==> config.mk <==
export PLATFORM = sky130hd
export DESIGN_NAME = amba_axi4_lite_master_flat
export DESIGN_NICKNAME = d
export VERILOG_FILES = /design/src/rtl/amba_axi4_lite_pkg.sv /design/src/rtl/amba_axi4_lite_master_if.sv /design/src/rtl/amba_axi4_lite_master.sv /design/src/flat_wrapper.sv
export SDC_FILE = /design/constraint.sdc
export NUM_CORES = 1
export LEC_CHECK = 0
export BUFFER_PORTS_ARGS = -buffer_cell sky130_fd_sc_hd__buf_2
export CAP_MARGIN = 15
export CELL_PAD_IN_SITES_DETAIL_PLACEMENT = 1
export CELL_PAD_IN_SITES_GLOBAL_PLACEMENT = 1
export CORE_ASPECT_RATIO = 0.8
export CORE_MARGIN = 2
export CORE_UTILIZATION = 39
export CTS_BUF_LIST = sky130_fd_sc_hd__clkbuf_8 sky130_fd_sc_hd__clkbuf_16
export DETAILED_ROUTE_END_ITERATION = 10
export GPL_TIMING_DRIVEN = 1
export PLACE_DENSITY = 0.94
export SLEW_MARGIN = 40
export SYNTH_ARGS = -nofsm -noshare
export SYNTH_HDL_FRONTEND = slang
export SYNTH_SLANG_ARGS = --single-unit
==> constraint.sdc <==
create_clock -name M_AXI_ACLK -period 8.2 [get_ports M_AXI_ACLK]
set_clock_uncertainty 0.1 [all_clocks]
set_input_delay 0.41 -clock M_AXI_ACLK [delete_from_list [all_inputs] [get_ports M_AXI_ACLK]]
set_output_delay 0.41 -clock M_AXI_ACLK [all_outputs]
set_load 0.01 [all_outputs]
==> src/rtl/amba_axi4_lite_pkg.sv <==
// Shared types for the AXI4-Lite single-outstanding master.
// Response codes and master FSM states.
package amba_axi4_lite_pkg;

  typedef enum logic [1:0] {
    OKAY   = 2'b00,
    EXOKAY = 2'b01,
    SLVERR = 2'b10,
    DECERR = 2'b11
  } axi_resp_e;

  typedef enum logic [2:0] {
    IDLE    = 3'd0,
    WR      = 3'd1,
    WR_RESP = 3'd2,
    RD_ADDR = 3'd3,
    RD_DATA = 3'd4,
    DONE    = 3'd5
  } master_state_e;

  localparam logic [2:0] AXI_PROT_DEFAULT = 3'b000;

endpackage

==> src/rtl/amba_axi4_lite_master_if.sv <==
// AXI4-Lite bus bundle between one master and one slave.
interface amba_axi4_lite_master_if #(
  parameter int ADDR_W = 32,
  parameter int DATA_W = 32
);
  logic [ADDR_W-1:0]   M_AXI_AWADDR;
  logic [2:0]          M_AXI_AWPROT;
  logic                M_AXI_AWVALID;
  logic                M_AXI_AWREADY;
  logic [DATA_W-1:0]   M_AXI_WDATA;
  logic [DATA_W/8-1:0] M_AXI_WSTRB;
  logic                M_AXI_WVALID;
  logic                M_AXI_WREADY;
  logic [1:0]          M_AXI_BRESP;
  logic                M_AXI_BVALID;
  logic                M_AXI_BREADY;
  logic [ADDR_W-1:0]   M_AXI_ARADDR;
  logic [2:0]          M_AXI_ARPROT;
  logic                M_AXI_ARVALID;
  logic                M_AXI_ARREADY;
  logic [DATA_W-1:0]   M_AXI_RDATA;
  logic [1:0]          M_AXI_RRESP;
  logic                M_AXI_RVALID;
  logic                M_AXI_RREADY;

  modport master (
    output M_AXI_AWADDR, M_AXI_AWPROT, M_AXI_AWVALID,
    input  M_AXI_AWREADY,
    output M_AXI_WDATA, M_AXI_WSTRB, M_AXI_WVALID,
    input  M_AXI_WREADY,
    input  M_AXI_BRESP, M_AXI_BVALID,
    output M_AXI_BREADY,
    output M_AXI_ARADDR, M_AXI_ARPROT, M_AXI_ARVALID,
    input  M_AXI_ARREADY,
    input  M_AXI_RDATA, M_AXI_RRESP, M_AXI_RVALID,
    output M_AXI_RREADY
  );

  modport slave (
    input  M_AXI_AWADDR, M_AXI_AWPROT, M_AXI_AWVALID,
    output M_AXI_AWREADY,
    input  M_AXI_WDATA, M_AXI_WSTRB, M_AXI_WVALID,
    output M_AXI_WREADY,
    output M_AXI_BRESP, M_AXI_BVALID,
    input  M_AXI_BREADY,
    input  M_AXI_ARADDR, M_AXI_ARPROT, M_AXI_ARVALID,
    output M_AXI_ARREADY,
    output M_AXI_RDATA, M_AXI_RRESP, M_AXI_RVALID,
    input  M_AXI_RREADY
  );
endinterface

==> src/rtl/amba_axi4_lite_master.sv <==
// Purpose: turns single user commands into AXI4-Lite read/write transactions, one outstanding.
// Latency: 4 cycles from command acceptance to o_rsp_valid with a zero-wait slave.
// Backpressure: o_cmd_ready only in IDLE; AXI VALIDs held until their READY, registered outputs.
module amba_axi4_lite_master
  import amba_axi4_lite_pkg::*;
#(
  parameter int C_M_AXI_DATA_WIDTH = 32,
  parameter int C_M_AXI_ADDR_WIDTH = 32
) (
  input  logic                            M_AXI_ACLK,
  input  logic                            M_AXI_ARESET,
  amba_axi4_lite_master_if.master         m_axi,
  input  logic                            i_cmd_valid,
  output logic                            o_cmd_ready,
  input  logic                            i_cmd_we,
  input  logic [C_M_AXI_ADDR_WIDTH-1:0]   i_cmd_addr,
  input  logic [C_M_AXI_DATA_WIDTH-1:0]   i_cmd_wdata,
  input  logic [C_M_AXI_DATA_WIDTH/8-1:0] i_cmd_strb,
  output logic                            o_rsp_valid,
  output logic [C_M_AXI_DATA_WIDTH-1:0]   o_rsp_data,
  output logic [1:0]                      o_rsp_resp
);

  master_state_e                   state_q, state_d;
  logic                            cmd_ready_q, cmd_ready_d;
  logic [C_M_AXI_ADDR_WIDTH-1:0]   awaddr_q, awaddr_d, araddr_q, araddr_d;
  logic [C_M_AXI_DATA_WIDTH-1:0]   wdata_q, wdata_d, rsp_data_q, rsp_data_d;
  logic [C_M_AXI_DATA_WIDTH/8-1:0] wstrb_q, wstrb_d;
  logic                            awvalid_q, awvalid_d, wvalid_q, wvalid_d;
  logic                            bready_q, bready_d, arvalid_q, arvalid_d;
  logic                            rready_q, rready_d, rsp_valid_q, rsp_valid_d;
  axi_resp_e                       rsp_resp_q, rsp_resp_d;
  logic                            aw_done, w_done;

  always_ff @(posedge M_AXI_ACLK or posedge M_AXI_ARESET) begin
    if (M_AXI_ARESET) begin
      state_q     <= IDLE;
      cmd_ready_q <= 1'b0;
      awaddr_q    <= '0;
      araddr_q    <= '0;
      wdata_q     <= '0;
      wstrb_q     <= '0;
      awvalid_q   <= 1'b0;
      wvalid_q    <= 1'b0;
      bready_q    <= 1'b0;
      arvalid_q   <= 1'b0;
      rready_q    <= 1'b0;
      rsp_valid_q <= 1'b0;
      rsp_data_q  <= '0;
      rsp_resp_q  <= OKAY;
    end else begin
      state_q     <= state_d;
      cmd_ready_q <= cmd_ready_d;
      awaddr_q    <= awaddr_d;
      araddr_q    <= araddr_d;
      wdata_q     <= wdata_d;
      wstrb_q     <= wstrb_d;
      awvalid_q   <= awvalid_d;
      wvalid_q    <= wvalid_d;
      bready_q    <= bready_d;
      arvalid_q   <= arvalid_d;
      rready_q    <= rready_d;
      rsp_valid_q <= rsp_valid_d;
      rsp_data_q  <= rsp_data_d;
      rsp_resp_q  <= rsp_resp_d;
    end
  end

  // Every output register is loaded from its next value so nothing on the bus is combinational.
  always_comb begin
    state_d    = state_q;
    awaddr_d   = awaddr_q;
    araddr_d   = araddr_q;
    wdata_d    = wdata_q;
    wstrb_d    = wstrb_q;
    awvalid_d  = awvalid_q;
    wvalid_d   = wvalid_q;
    bready_d   = bready_q;
    arvalid_d  = arvalid_q;
    rready_d   = rready_q;
    rsp_data_d = rsp_data_q;
    rsp_resp_d = rsp_resp_q;
    aw_done    = 1'b0;
    w_done     = 1'b0;

    case (state_q)
      IDLE: begin
        if (i_cmd_valid && cmd_ready_q) begin
          if (i_cmd_we) begin
            state_d   = WR;
            awaddr_d  = i_cmd_addr;
            wdata_d   = i_cmd_wdata;
            wstrb_d   = i_cmd_strb;
            awvalid_d = 1'b1;
            wvalid_d  = 1'b1;
          end else begin
            state_d   = RD_ADDR;
            araddr_d  = i_cmd_addr;
            arvalid_d = 1'b1;
          end
        end
      end
      WR: begin
        // AW and W complete independently, in either order or together.
        aw_done = !awvalid_q || m_axi.M_AXI_AWREADY;
        w_done  = !wvalid_q  || m_axi.M_AXI_WREADY;
        if (awvalid_q && m_axi.M_AXI_AWREADY) awvalid_d = 1'b0;
        if (wvalid_q && m_axi.M_AXI_WREADY)   wvalid_d  = 1'b0;
        if (aw_done && w_done) begin
          state_d  = WR_RESP;
          bready_d = 1'b1;
        end
      end
      WR_RESP: begin
        if (m_axi.M_AXI_BVALID) begin
          state_d    = DONE;
          bready_d   = 1'b0;
          rsp_data_d = '0;
          rsp_resp_d = axi_resp_e'(m_axi.M_AXI_BRESP);
        end
      end
      RD_ADDR: begin
        if (m_axi.M_AXI_ARREADY) begin
          state_d   = RD_DATA;
          arvalid_d = 1'b0;
          rready_d  = 1'b1;
        end
      end
      RD_DATA: begin
        if (m_axi.M_AXI_RVALID) begin
          state_d    = DONE;
          rready_d   = 1'b0;
          rsp_data_d = m_axi.M_AXI_RDATA;
          rsp_resp_d = axi_resp_e'(m_axi.M_AXI_RRESP);
        end
      end
      DONE:    state_d = IDLE;
      default: state_d = IDLE;
    endcase

    cmd_ready_d = (state_d == IDLE);
    rsp_valid_d = (state_d == DONE);
  end

  assign o_cmd_ready = cmd_ready_q;
  assign o_rsp_valid = rsp_valid_q;
  assign o_rsp_data  = rsp_data_q;
  assign o_rsp_resp  = rsp_resp_q;

  assign m_axi.M_AXI_AWADDR  = awaddr_q;
  assign m_axi.M_AXI_AWPROT  = AXI_PROT_DEFAULT;
  assign m_axi.M_AXI_AWVALID = awvalid_q;
  assign m_axi.M_AXI_WDATA   = wdata_q;
  assign m_axi.M_AXI_WSTRB   = wstrb_q;
  assign m_axi.M_AXI_WVALID  = wvalid_q;
  assign m_axi.M_AXI_BREADY  = bready_q;
  assign m_axi.M_AXI_ARADDR  = araddr_q;
  assign m_axi.M_AXI_ARPROT  = AXI_PROT_DEFAULT;
  assign m_axi.M_AXI_ARVALID = arvalid_q;
  assign m_axi.M_AXI_RREADY  = rready_q;

endmodule

==> src/flat_wrapper.sv <==
// flat-port wrapper written by rule: the top's interface ports become plain ports
module amba_axi4_lite_master_flat import amba_axi4_lite_pkg::*;
#(
  parameter int C_M_AXI_DATA_WIDTH = 32,
  parameter int C_M_AXI_ADDR_WIDTH = 32
)
  (M_AXI_ACLK, M_AXI_ARESET, i_cmd_valid, o_cmd_ready, i_cmd_we, i_cmd_addr, i_cmd_wdata, i_cmd_strb, o_rsp_valid, o_rsp_data, o_rsp_resp, m_axi_M_AXI_AWADDR, m_axi_M_AXI_AWPROT, m_axi_M_AXI_AWVALID, m_axi_M_AXI_AWREADY, m_axi_M_AXI_WDATA, m_axi_M_AXI_WSTRB, m_axi_M_AXI_WVALID, m_axi_M_AXI_WREADY, m_axi_M_AXI_BRESP, m_axi_M_AXI_BVALID, m_axi_M_AXI_BREADY, m_axi_M_AXI_ARADDR, m_axi_M_AXI_ARPROT, m_axi_M_AXI_ARVALID, m_axi_M_AXI_ARREADY, m_axi_M_AXI_RDATA, m_axi_M_AXI_RRESP, m_axi_M_AXI_RVALID, m_axi_M_AXI_RREADY);
  amba_axi4_lite_master_if #(.ADDR_W(32), .DATA_W(32)) m_axi_i ();
  input  logic M_AXI_ACLK;
  input  logic M_AXI_ARESET;
  input  logic i_cmd_valid;
  output logic o_cmd_ready;
  input  logic i_cmd_we;
  input  logic [C_M_AXI_ADDR_WIDTH-1:0] i_cmd_addr;
  input  logic [C_M_AXI_DATA_WIDTH-1:0] i_cmd_wdata;
  input  logic [C_M_AXI_DATA_WIDTH/8-1:0] i_cmd_strb;
  output logic o_rsp_valid;
  output logic [C_M_AXI_DATA_WIDTH-1:0] o_rsp_data;
  output logic [1:0] o_rsp_resp;
  output wire logic [$bits(m_axi_i.M_AXI_AWADDR)-1:0] m_axi_M_AXI_AWADDR;
  output wire logic [$bits(m_axi_i.M_AXI_AWPROT)-1:0] m_axi_M_AXI_AWPROT;
  output wire logic [$bits(m_axi_i.M_AXI_AWVALID)-1:0] m_axi_M_AXI_AWVALID;
  input wire logic [$bits(m_axi_i.M_AXI_AWREADY)-1:0] m_axi_M_AXI_AWREADY;
  output wire logic [$bits(m_axi_i.M_AXI_WDATA)-1:0] m_axi_M_AXI_WDATA;
  output wire logic [$bits(m_axi_i.M_AXI_WSTRB)-1:0] m_axi_M_AXI_WSTRB;
  output wire logic [$bits(m_axi_i.M_AXI_WVALID)-1:0] m_axi_M_AXI_WVALID;
  input wire logic [$bits(m_axi_i.M_AXI_WREADY)-1:0] m_axi_M_AXI_WREADY;
  input wire logic [$bits(m_axi_i.M_AXI_BRESP)-1:0] m_axi_M_AXI_BRESP;
  input wire logic [$bits(m_axi_i.M_AXI_BVALID)-1:0] m_axi_M_AXI_BVALID;
  output wire logic [$bits(m_axi_i.M_AXI_BREADY)-1:0] m_axi_M_AXI_BREADY;
  output wire logic [$bits(m_axi_i.M_AXI_ARADDR)-1:0] m_axi_M_AXI_ARADDR;
  output wire logic [$bits(m_axi_i.M_AXI_ARPROT)-1:0] m_axi_M_AXI_ARPROT;
  output wire logic [$bits(m_axi_i.M_AXI_ARVALID)-1:0] m_axi_M_AXI_ARVALID;
  input wire logic [$bits(m_axi_i.M_AXI_ARREADY)-1:0] m_axi_M_AXI_ARREADY;
  input wire logic [$bits(m_axi_i.M_AXI_RDATA)-1:0] m_axi_M_AXI_RDATA;
  input wire logic [$bits(m_axi_i.M_AXI_RRESP)-1:0] m_axi_M_AXI_RRESP;
  input wire logic [$bits(m_axi_i.M_AXI_RVALID)-1:0] m_axi_M_AXI_RVALID;
  output wire logic [$bits(m_axi_i.M_AXI_RREADY)-1:0] m_axi_M_AXI_RREADY;
  assign m_axi_M_AXI_AWADDR = m_axi_i.M_AXI_AWADDR;
  assign m_axi_M_AXI_AWPROT = m_axi_i.M_AXI_AWPROT;
  assign m_axi_M_AXI_AWVALID = m_axi_i.M_AXI_AWVALID;
  assign m_axi_i.M_AXI_AWREADY = m_axi_M_AXI_AWREADY;
  assign m_axi_M_AXI_WDATA = m_axi_i.M_AXI_WDATA;
  assign m_axi_M_AXI_WSTRB = m_axi_i.M_AXI_WSTRB;
  assign m_axi_M_AXI_WVALID = m_axi_i.M_AXI_WVALID;
  assign m_axi_i.M_AXI_WREADY = m_axi_M_AXI_WREADY;
  assign m_axi_i.M_AXI_BRESP = m_axi_M_AXI_BRESP;
  assign m_axi_i.M_AXI_BVALID = m_axi_M_AXI_BVALID;
  assign m_axi_M_AXI_BREADY = m_axi_i.M_AXI_BREADY;
  assign m_axi_M_AXI_ARADDR = m_axi_i.M_AXI_ARADDR;
  assign m_axi_M_AXI_ARPROT = m_axi_i.M_AXI_ARPROT;
  assign m_axi_M_AXI_ARVALID = m_axi_i.M_AXI_ARVALID;
  assign m_axi_i.M_AXI_ARREADY = m_axi_M_AXI_ARREADY;
  assign m_axi_i.M_AXI_RDATA = m_axi_M_AXI_RDATA;
  assign m_axi_i.M_AXI_RRESP = m_axi_M_AXI_RRESP;
  assign m_axi_i.M_AXI_RVALID = m_axi_M_AXI_RVALID;
  assign m_axi_M_AXI_RREADY = m_axi_i.M_AXI_RREADY;
  amba_axi4_lite_master #(.C_M_AXI_DATA_WIDTH(C_M_AXI_DATA_WIDTH), .C_M_AXI_ADDR_WIDTH(C_M_AXI_ADDR_WIDTH)) u_core (.M_AXI_ACLK(M_AXI_ACLK), .M_AXI_ARESET(M_AXI_ARESET), .m_axi(m_axi_i), .i_cmd_valid(i_cmd_valid), .o_cmd_ready(o_cmd_ready), .i_cmd_we(i_cmd_we), .i_cmd_addr(i_cmd_addr), .i_cmd_wdata(i_cmd_wdata), .i_cmd_strb(i_cmd_strb), .o_rsp_valid(o_rsp_valid), .o_rsp_data(o_rsp_data), .o_rsp_resp(o_rsp_resp));
endmodule
After elaboration in Yosys (flattened, before gate mapping)
Cells that the tools add are included.

Register bits after elaboration: 144. Output and inout bits: 147.

Equality and inequality tests: 14. Multiplexer cells: 29. Bitwise gates (word level): 1. Reductions and logical operators: 23.

Operators by type and width (count): two-way mux 32 bit (2); case mux 32 bit (2 select lines) (1); two-way mux 3 bit (5); case mux 3 bit (5 select lines) (1); AND reduction 3 bit (5); AND reduction 4 bit (3); two-way mux 1 bit (11); != test 2 bit, second input constant (5); case mux 1 bit (2 select lines) (5); nonzero test 2 bit (5); != test 2 x 1 -> 1 bit, second input constant (4); equality test 3 x 2 -> 1 bit, second input constant (2); equality test 3 bit, second input constant (2); logical NOT 3 bit (2); two-way mux 2 bit (3); logical AND 1 bit (4); case mux 2 bit (2 select lines) (1); equality test 3 x 1 -> 1 bit, second input constant (1); logical NOT 1 bit (2); logical OR 1 bit (2); inverter 1 bit (1).

Depth between registers and ports, before layout
Word-level depth: 6. Mapped depth: 7. Gate-level depth less buffers: 5.

Least setup slack after synthesis
Ideal clock, no wire load.

Path type: flip-flop to flip-flop. Start point: register u_core.state_q[1]. End point: register u_core.araddr_q[0], in the netlist u_core.m_axi.M_AXI_ARADDR[0]. Data arrival time: 1.638 ns. Setup slack: 6.337 ns. Cell stages (with the launch flop): 6. Path through: dfrtp_1 or2_1 or4_1 buf_6 buf_12 mux2_4.

Longest elaborated chain between the ends: 2.

RTL lines: start, declared (line amba_axi4_lite_master.sv:24) `master_state_e state_q, state_d;`; start signal, assigned (line amba_axi4_lite_master.sv:52) `state_q <= state_d;`; logical NOT 3 bit (line amba_axi4_lite_master.sv:86) `case (state_q)`; AND reduction 3 bit (no source line); end signal, assigned (line amba_axi4_lite_master.sv:55) `araddr_q <= araddr_d;`; end, declared (line amba_axi4_lite_master.sv:26) `logic [C_M_AXI_ADDR_WIDTH-1:0] awaddr_q, awaddr_d, araddr_q, araddr_d;`.

No other way between the ends. A chain may end at the register's enable or synchronous reset.

Worst setup path in the final report
Start point: register u_core.state_q[0]. End point: register u_core.rsp_data_q[25], in the netlist u_core.o_rsp_data[25].

Longest elaborated chain between the ends: 3. Elaborated cells on any way between the ends: 7. Classes of those cells: eq/ne (4); mux (1); reduce/logical (2).

RTL lines: equality test 3 bit or equality test 3 x 2 -> 1 bit (tied branches) (line amba_axi4_lite_master.sv:86); != test 2 bit (no source line) or nonzero test 2 bit (tied branches); AND reduction 3 bit (no source line); end signal, assigned (line amba_axi4_lite_master.sv:64) `rsp_data_q <= rsp_data_d;`; end, declared (line amba_axi4_lite_master.sv:27) `logic [C_M_AXI_DATA_WIDTH-1:0] wdata_q, wdata_d, rsp_data_q, rsp_data_d;`.

Parallel ways exist; a longest one is shown, timed or not.

==> summary.md <==
| Metric | Value |
|---|---|
| Final Net Count | `786` |
| Most frequent cells after synthesis | `dfrtp_1 (144), nand2_1 (73), mux2_2 (72)` |
| Fillcell total | `1549` |
| Final global-route overflow total | `0` |
| Clock buffer depth | `2` |
| CTS sink cnt | `144` |
| Final hold violations | `0` |
| Vias in the first global route | `4754` |
| Total die area | `0.01565 mm²` |
| Top delay family on crit path | `flip-flops` |
| IO buf count | `253` |
| Worst path depth | `4` |
| Clk_lat worst skew | `420 ps` |
| Clk root buf | `clkbuf_16` |
| EDFF count, synth | `0` |
| Num CTS Buffers | `17` |
| Syn Inst Count | `421` |
| Slew Limit Fails | `0` |
| Placed Area | `0.007109 mm²` |
| Setup TNS Final | `0 ps` |
| Reg2Reg Depth | `4` |
| Arrival @ worst endpoint | `2690 ps` |
| Outcome | `finished clean` |
| Fmax | `0.4023 GHz` |
| Largest net degree at the start of global routing | `81` |
| Critical path class | `flop to flop` |
| Min cycle time layout | `2486 ps` |
| Mapped cell area | `0.005718 mm²` |
| Synth cell types | `30` |
| DPL Wire Length | `11960 µm` |
| WHS Path Cells | `3` |
| Bufs and invs on worst path | `1` |
| Antenna violations before repair | `0` |
| Hold/Removal Path Class | `primary input to flop` |
| Synthesis-stage register bit count | `144` |
| Startpoint types | `flop` |
| Starting Density | `39.99%` |
| Top-count cell post-synth | `dfrtp_1` |
| Final Instance Area | `0.007690 mm²` |
| Final Routed Wirelength | `16770 µm` |
| Setup Buffers After CTS | `0` |
| Ant diodes | `0` |
| CTS clk-pin slew, worst paths | `60 ps` |
| Synth area leader | `dfrtp_1` |
| Final core occ | `53.78%` |
| RD Place Congestion | `0.8159` |
| Pwr per Cell Area | `410.7 mW/mm²` |
| Final setup violation count | `0` |
| DRC violation count after routing | `0` |
| Slowest cell on crit path | `dfrtp_1` |
| Via/cell ratio | `4.883` |
| P&R area growth vs syn | `34.49%` |
| Most used DFF post-synth | `dfrtp_1` |
| Yosys Warn Count | `0` |
| H-tree depth | `4` |
| Via count | `4248` |
| Slew headroom | `53.22%` |
| Antenna Nets Post-Route | `0` |
| Leak Pwr | `4.185 nW` |
| Critical-path cell list | `a21o_2 > clkinv_2 > nand3_1 > nand2_1` |
| Unrepaired setup endpoints after global routing | `no` |
| Die Y | `112.3 µm` |
| Initial DRC count | `141` |
| Placement Setup Slack | `5705 ps` |
| Syn Area/Cell | `13.58 µm²` |
| Share of the synthesized area in the top cell type | `63.02%` |
| Worst vdd ir | `0.0003305 V` |
| Sequential area share after synthesis | `63.02%` |
| Synth top area cells | `dfrtp_1 (63%), mux2_2 (14%), mux2_4 (7.4%)` |
| Crit path largest cell delay | `680 ps` |
| Hold_ws | `103.8 ps` |
| Crit path capture type | `flop` |
| Tcrit/Tclk final | `30.31%` |
| CP required | `8410 ps` |
| Die X | `139.4 µm` |
| Least-Margin Pin Slew | `701.7 ps` |
| Ys async rst share | `100.0%` |
| CP max FO | `37` |
| Setup ws final | `5714 ps` |
| GRT Total Usage | `21.93%` |
| CTS Hold Buffers Added | `1` |
| Max Cap Viol | `0` |
| Post_cts resized | `0` |
| CTS tree | `built` |
| First-pass GRT wire length | `26570 µm` |
| Core area | `0.01430 mm²` |
| Drt first pass iters | `4` |
| # rows | `39` |
| WL/cell | `19.28 µm` |
| Num ports | `260` |
| Share of cells above drive strength 1 | `57.43%` |
-- final cells by class --
class,instances,area (µm²),area share (%)
Clock buffer,18,439.2,5.711
Clock inverter,14,131.4,1.708
Inverter,4,21.27,0.2766
Multi-Input combinational cell,249,1949,25.35
Sequential cell,144,3603,46.86
Tap cell,184,230.2,2.994
Timing Repair Buffer,257,1315,17.10
-- power by group --
part           leakage (nW)  switching, mW  internal [mW]
registers              1.80          0.219           1.05
logic                  2.11          0.594          0.552
clock network         0.275          0.317          0.430
-- cell usage in the layout (no fill, tap or decap), types with 2 or more instances in the layout --
master      instances
buf_2             253
dfrtp_1           144
nand2_1            73
mux2_2             72
nand3_1            34
mux2_4             28
clkbuf_16          17
o21ai_0             7
conb_1              6
nor2_1              5
inv_6               5
clkinv_2            4
a21oi_1             4
mux2i_1             3
clkinvlp_4          3
nand3b_1            2
inv_1               2
a21boi_0            2
nand2b_1            2
a31oi_1             2
clkinv_4            2
-- stage by stage --
step | total power [mW] | std cells
after CTS | 3.196 | 870
after floorplan | 1.880 | 426
after detailed placement | 2.420 | 837
after global placement | 2.322 | 836
final | 3.159 | 870
after global routing | 3.336 | 870
-- cell families (layout without fill, tap and decap cells) --
| group | count (synthesis) | count (layout) | share of synthesized area (%) |
|---|---|---|---|
| flip-flops | 144 | 144 | 63.02 |
| AO/OA/AOI/OAI | 17 | 17 | 1.729 |
| AND/OR/NAND/NOR | 123 | 123 | 9.497 |
| buffers and inverters | 33 | 293 | 3.632 |
| other | 1 | 6 | 0.06558 |
| multiplexers | 103 | 103 | 22.06 |
-- path summary, 6_finish.rpt --
check	from	endpoint	slack [ps]
setup / recovery	u_core.state_q[0]	u_core.o_rsp_data[25]	5710
hold / removal	m_axi_M_AXI_RDATA[31]	u_core.o_rsp_data[31]	100
setup reg to reg	u_core.state_q[0]	u_core.o_rsp_data[25]	5710
hold reg to reg	u_core.o_rsp_data[2]	u_core.o_rsp_data[2]	370
max in group asynchronous	M_AXI_ARESET	u_core.m_axi.M_AXI_ARADDR[5]	6350
min in group asynchronous	M_AXI_ARESET	u_core.m_axi.M_AXI_WDATA[17]	510
-- layer usage --
| layer | vias to the layer above | GRT usage (%) | wire, µm |
|---|---|---|---|
| li1 | 1924 | - | - |
| met1 | 2116 | 26.00 | 6624 |
| met2 | 188 | 38.01 | 8572 |
| met3 | 20 | 6.741 | 1307 |
| met4 | 0 | 7.744 | 270 |
| met5 | - | 0 | 0 |
-- sequential cells by signal (all words and copies together), names as in the netlist --
| register | flops |
|---|---|
| u_core.m_axi.M_AXI_WDATA | 32 |
| u_core.m_axi.M_AXI_AWVALID | 1 |
| u_core.m_axi.M_AXI_WVALID | 1 |
| u_core.m_axi.M_AXI_BREADY | 1 |
| u_core.state_q | 3 |
| u_core.m_axi.M_AXI_ARVALID | 1 |
| u_core.m_axi.M_AXI_ARADDR | 32 |
| u_core.m_axi.M_AXI_RREADY | 1 |
| u_core.o_cmd_ready | 1 |
| u_core.m_axi.M_AXI_WSTRB | 4 |
| u_core.o_rsp_resp | 2 |
| u_core.o_rsp_data | 32 |
| u_core.o_rsp_valid | 1 |
| u_core.m_axi.M_AXI_AWADDR | 32 |
-- worst min-delay path, cell delays in order --
cell     delay, ps
buf_2           70
nand3_1         50
nand2_1         60
Power figures use the tool's default switching activity.
